==> config.mk <==
export PLATFORM = sky130hd
export DESIGN_NAME = mmu_pc
export DESIGN_NICKNAME = d
export VERILOG_FILES = /design/src/rtl/mmu_pc.sv
export SDC_FILE = /design/constraint.sdc
export NUM_CORES = 1
export LEC_CHECK = 0
export CAP_MARGIN = 30
export CORE_AREA = 2 2 39 41
export CTS_BUF_LIST = sky130_fd_sc_hd__clkbuf_2
export CTS_CLUSTER_SIZE = 25
export DETAILED_ROUTE_END_ITERATION = 10
export DIE_AREA = 0 0 41 43
export PLACE_DENSITY_LB_ADDON = 0.15
export SYNTH_ARGS = -nofsm -noshare
export SYNTH_HDL_FRONTEND = slang
export SYNTH_SLANG_ARGS = --single-unit
export TNS_END_PERCENT = 50
==> constraint.sdc <==
create_clock -name clock -period 2.51 [get_ports clock]
set_input_delay 0.502 -clock clock [delete_from_list [all_inputs] [get_ports clock]]
set_output_delay 0.502 -clock clock [all_outputs]
set_load 0.05 [all_outputs]
==> src/rtl/mmu_pc.sv <==
// MMU control unit: sequences TLB hit/miss handling, page-table base load and TLB flush,
// and produces the beta strobes and alpha selectors for the MMU datapath registers.
module mmu_pc (
    input  logic       clock,
    input  logic       rst_n,
    input  logic       rdyin,
    input  logic [1:0] op,
    input  logic       esito_ma,
    input  logic       ackinm,
    input  logic       esitom,
    input  logic       ackinc,
    input  logic       esitoc,
    output logic       bRdyin,
    output logic       bAckout,
    output logic       bEsito,
    output logic       bDataout,
    output logic       bIndoutc,
    output logic       bOpoutc,
    output logic       bDataoutc,
    output logic       bRdyoutc,
    output logic       bAckinc,
    output logic       bIndoutm,
    output logic       bOpoutm,
    output logic       bRdyoutm,
    output logic       bAckinm,
    output logic       bIndtabril,
    output logic       bReg_v,
    output logic       bFlush,
    output logic       bS,
    output logic       bCl,
    output logic       aKindoutc,
    output logic [1:0] aKesito,
    output logic       aKreg_v
);

    typedef enum logic [1:0] {
        IDLE,
        FLUSH,
        WAIT_M,
        WAIT_C
    } state_t;

    state_t state_q, state_d;

    // esitoc only reaches the datapath through the aKesito mux.
    logic unused_esitoc;
    assign unused_esitoc = esitoc;

    always_ff @(posedge clock) begin
        if (!rst_n) state_q <= IDLE;
        else        state_q <= state_d;
    end

    always_comb begin
        state_d    = state_q;
        bRdyin     = 1'b0;
        bAckout    = 1'b0;
        bEsito     = 1'b0;
        bDataout   = 1'b0;
        bIndoutc   = 1'b0;
        bOpoutc    = 1'b0;
        bDataoutc  = 1'b0;
        bRdyoutc   = 1'b0;
        bAckinc    = 1'b0;
        bIndoutm   = 1'b0;
        bOpoutm    = 1'b0;
        bRdyoutm   = 1'b0;
        bAckinm    = 1'b0;
        bIndtabril = 1'b0;
        bReg_v     = 1'b0;
        bFlush     = 1'b0;
        bS         = 1'b0;
        bCl        = 1'b0;
        aKindoutc  = 1'b0;
        aKesito    = 2'b00;
        aKreg_v    = 1'b0;

        // Whole decode is suppressed while reset is held so no strobe escapes.
        if (rst_n) begin
            unique case (state_q)
                IDLE: begin
                    if (!rdyin) begin
                        bAckinm = ackinm;
                        bAckinc = ackinc;
                    end else begin
                        bRdyin = 1'b1;
                        if (op == 2'b10) begin
                            bIndtabril = 1'b1;
                            aKesito    = 2'b00;
                            bEsito     = 1'b1;
                            bAckout    = 1'b1;
                        end else if (op == 2'b11) begin
                            bReg_v  = 1'b1;
                            aKreg_v = 1'b0;
                            state_d = FLUSH;
                        end else if (!esito_ma) begin
                            aKindoutc = 1'b0;
                            bIndoutc  = 1'b1;
                            bOpoutc   = 1'b1;
                            bDataoutc = 1'b1;
                            bRdyoutc  = 1'b1;
                            state_d   = WAIT_C;
                        end else begin
                            bIndoutm = 1'b1;
                            bOpoutm  = 1'b1;
                            bRdyoutm = 1'b1;
                            bReg_v   = 1'b1;
                            aKreg_v  = 1'b1;
                            state_d  = WAIT_M;
                        end
                    end
                end
                FLUSH: begin
                    bFlush  = 1'b1;
                    aKesito = 2'b00;
                    bEsito  = 1'b1;
                    bAckout = 1'b1;
                    state_d = IDLE;
                end
                WAIT_M: begin
                    if (ackinm) begin
                        bAckinm = 1'b1;
                        if (!esitom) begin
                            aKesito = 2'b10;
                            bEsito  = 1'b1;
                            bAckout = 1'b1;
                            state_d = IDLE;
                        end else begin
                            bS        = 1'b1;
                            bCl       = 1'b1;
                            aKindoutc = 1'b1;
                            bIndoutc  = 1'b1;
                            bOpoutc   = 1'b1;
                            bDataoutc = 1'b1;
                            bRdyoutc  = 1'b1;
                            state_d   = WAIT_C;
                        end
                    end
                end
                WAIT_C: begin
                    if (ackinc) begin
                        bAckinc  = 1'b1;
                        aKesito  = 2'b01;
                        bEsito   = 1'b1;
                        bDataout = 1'b1;
                        bAckout  = 1'b1;
                        state_d  = IDLE;
                    end
                end
                default: state_d = IDLE;
            endcase
        end else begin
            state_d = IDLE;
        end
    end

endmodule

==> results.toml <==
[clocking]
holdBufCountCts = 0
cts.sinks = 2
cts_buffers = 3
cts_resized = 0
clk_pin_slew_ns = 0.03
root_buffer = "clkbuf_2"
clk_path_buf_depth = 2
clk_latency_ns = 0.19
htree_levels = 1
cts_tree = "done"
cts.repair_timing.setup_buffer_count = 0

[critical_path]
cpMaxStageDelayCell = "clkdlybuf4s50_1"
critPathMaxStageDelay_ns = 0.46
startpoint_type = "input port"
cp_max_fo = 4
r2r_cells = 5
crit_end = "bEsito"
endpoint_kind = "output pin"
regToRegEndpoint = "state_q[0]$_SDFFE_PN0P_"
worstPathRequired_ns = 2.01
cp_cell_sequence = "clkdlybuf4s50_1 > and3b_4 > nand2_1 > a21boi_0 > buf_4 > buf_12"
regToRegSetupSlack_ns = 0.86
cp-startpoint = "op[0]"
cp_data_arrival_time_ns = 1.83
crit_type = "in2out"
r2r-start = "state_q[0]$_SDFFE_PN0P_"

[power]
p_per_area_mw_per_mm2 = 752
p_comb_share_pct = 84.3
pwr-share-seq_pct = 8.8
p_int_mw = 0.369
p_sw_mw = 0.358
vdd_drop_max_mv = 0.465
swShare_pct = 49.2
pwr-share-clk_pct = 7.0
leakagePower_nw = 0.427

[grt]
antenna_found_initial = 0
grt_pass1_vias = 480
grt_start_max_net_pins = 8
overflow = 0
grt_first_pass_wirelength_um = 1900
grtUsageTotal_pct = 14.9

[synth]
avgSynthCellArea_um2 = 7.36
ys_ff_latch = 2
synth_warnings = 0
ys_seq_area_share_pct = 9.38
synth_top_area_share_pct = 17.6
synth.distinct_cells = 25
syn_inst = 58
synth_nets = 72
synth_area_leader_cell = "buf_4"
synthTopCellsByArea = "buf_4, ha_1, dfxtp_1"
synth_area_um2 = 427

[final_layout]
reg_top3 = "state_q (2)"
n_fill_cell = 115
stdcell_count = 104
largest_register = "state_q"
final_cell_mix = "buf_12, nand2_1, clkdlybuf4s50_1, buf_4, nor2_1"
largest_reg_flops = 2
post-route-util_pct = 69.9
fin_area_um2 = 967
diodes = 0
final_common_cell = "buf_12"
drive_above_1_share_pct = 42.0
syn2layout_area_growth_pct = 127
fin_nets = 104

[timing]
max_freq_ghz = 0.430
rsz0062_at_grt = "no"
finalSetupViolCount = 0
max_slew_margin_pct = 74.4
skew_ns = 0.000267
period_minus_slack_ns = 2.33
slew_viol_final = 0
tightest_slew_ns = 0.383
hold_viol = 0
whs_ns = 0.499
min_period_over_period_pct = 92.7

[floorplanning]
die_x_um = 41
die_area_mm2 = 0.00176
core-area_mm2 = 0.00138
rows = 14
ios = 32
start_util_pct = 30.8
die_h_um = 43

[drt]
wl_per_cell_um = 10.4
routed_wl_um = 1080
firstDrtPassIters = 2
postRouteAntennaNets = 0
drcViolationCount = 0
num_vias = 475
via_per_inst = 4.57
drt_first_iter_violations = 2

[worst_hold_path]
min_from = "state_q[1]$_SDFFE_PN0P_"
holdCritPathClass = "reg2reg"

[placement]
place_area_um2 = 952
io_buffers = 30
place_congestion = 0.712
dp_cells = 101
dp_hpwl_um = 939

[run]
maxCapViolations = 0

[status]
outcome = "completed"
## synth_stat cells (all sizes together)
cell / count
nand2: 8
and2: 2
a21oi: 2
nand2b: 1
nand3b: 1
a2111oi: 1
o32ai: 1
and2b: 1
nor3b: 1
nand3: 3
mux2i: 2
a21boi: 1
and3b: 1
buf: 10
nor2: 5
nor3: 1
a21o: 2
nor2b: 1
dfxtp: 2
o211ai: 1
ha: 4
and3: 3
inv: 4
## logic make-up after synthesis
family	after synthesis	synth area share, %
simple gates	28	35.2
buf+inv	14	21.1
compound gates	8	17.9
fa+ha+maj	4	11.7
mux	2	4.69
flops	2	9.38
## worst min path at each step
stage / endpoint / depth (start not counted)
after global routing: state_q[1]$_SDFFE_PN0P_ / 2
after detailed placement: state_q[1]$_SDFFE_PN0P_ / 2
after CTS: state_q[1]$_SDFFE_PN0P_ / 2
after floorplan: state_q[1]$_SDFFE_PN0P_ / 2
final: state_q[1]$_SDFFE_PN0P_ / 2
after global placement: state_q[1]$_SDFFE_PN0P_ / 2
## layer usage
| layer | wire length (um) | up-vias | global-route usage [%] |
|---|---|---|---|
| li1 | - | 248 | - |
| met3 | 65 | 0 | 3.14 |
| met4 | 0 | 0 | 4.00 |
| met2 | 589 | 18 | 24.7 |
| met1 | 425 | 209 | 18.5 |
| met5 | 0 | - | 0 |
## worst max-delay path: cells and delay by family
kind	cells	cell delay, ns
AND/OR/NAND/NOR	2	0.40
buffers and inverters	3	0.75
AO/OA/AOI/OAI	1	0.16
## power groups by stage
stage	clock, mW	combinational (mW)	sequential [mW]
finish	0.0506	0.613	0.0637
CTS	0.0526	0.617	0.0636
floorplan	0	0.380	0.0613
global placement	0	0.611	0.0634
detailed placement	0	0.615	0.0641
global route	0.0598	0.654	0.0672
## per-stage QoR
| step | setup TNS, ns | total power [mW] | setup slack, ns |
|---|---|---|---|
| floorplan | -0.599 | 0.441 | -0.476 |
| global placement | 0 | 0.675 | 0.185 |
| detailed placement | 0 | 0.680 | 0.160 |
| CTS | 0 | 0.734 | 0.155 |
| global route | 0 | 0.781 | 0.0711 |
| finish | 0 | 0.727 | 0.182 |
## cell type report
class                      instances  area, um^2  share of cell area [%]
multi-input combinational         42         304                    31.4
sequential                         2        40.0                    4.14
timing repair buffer              37         573                    59.2
inverter                           4        15.0                    1.55
tap                               16        20.0                    2.07
clock buffer                       3        15.0                    1.55
No activity file was read; power rests on OpenSTA's default activity.
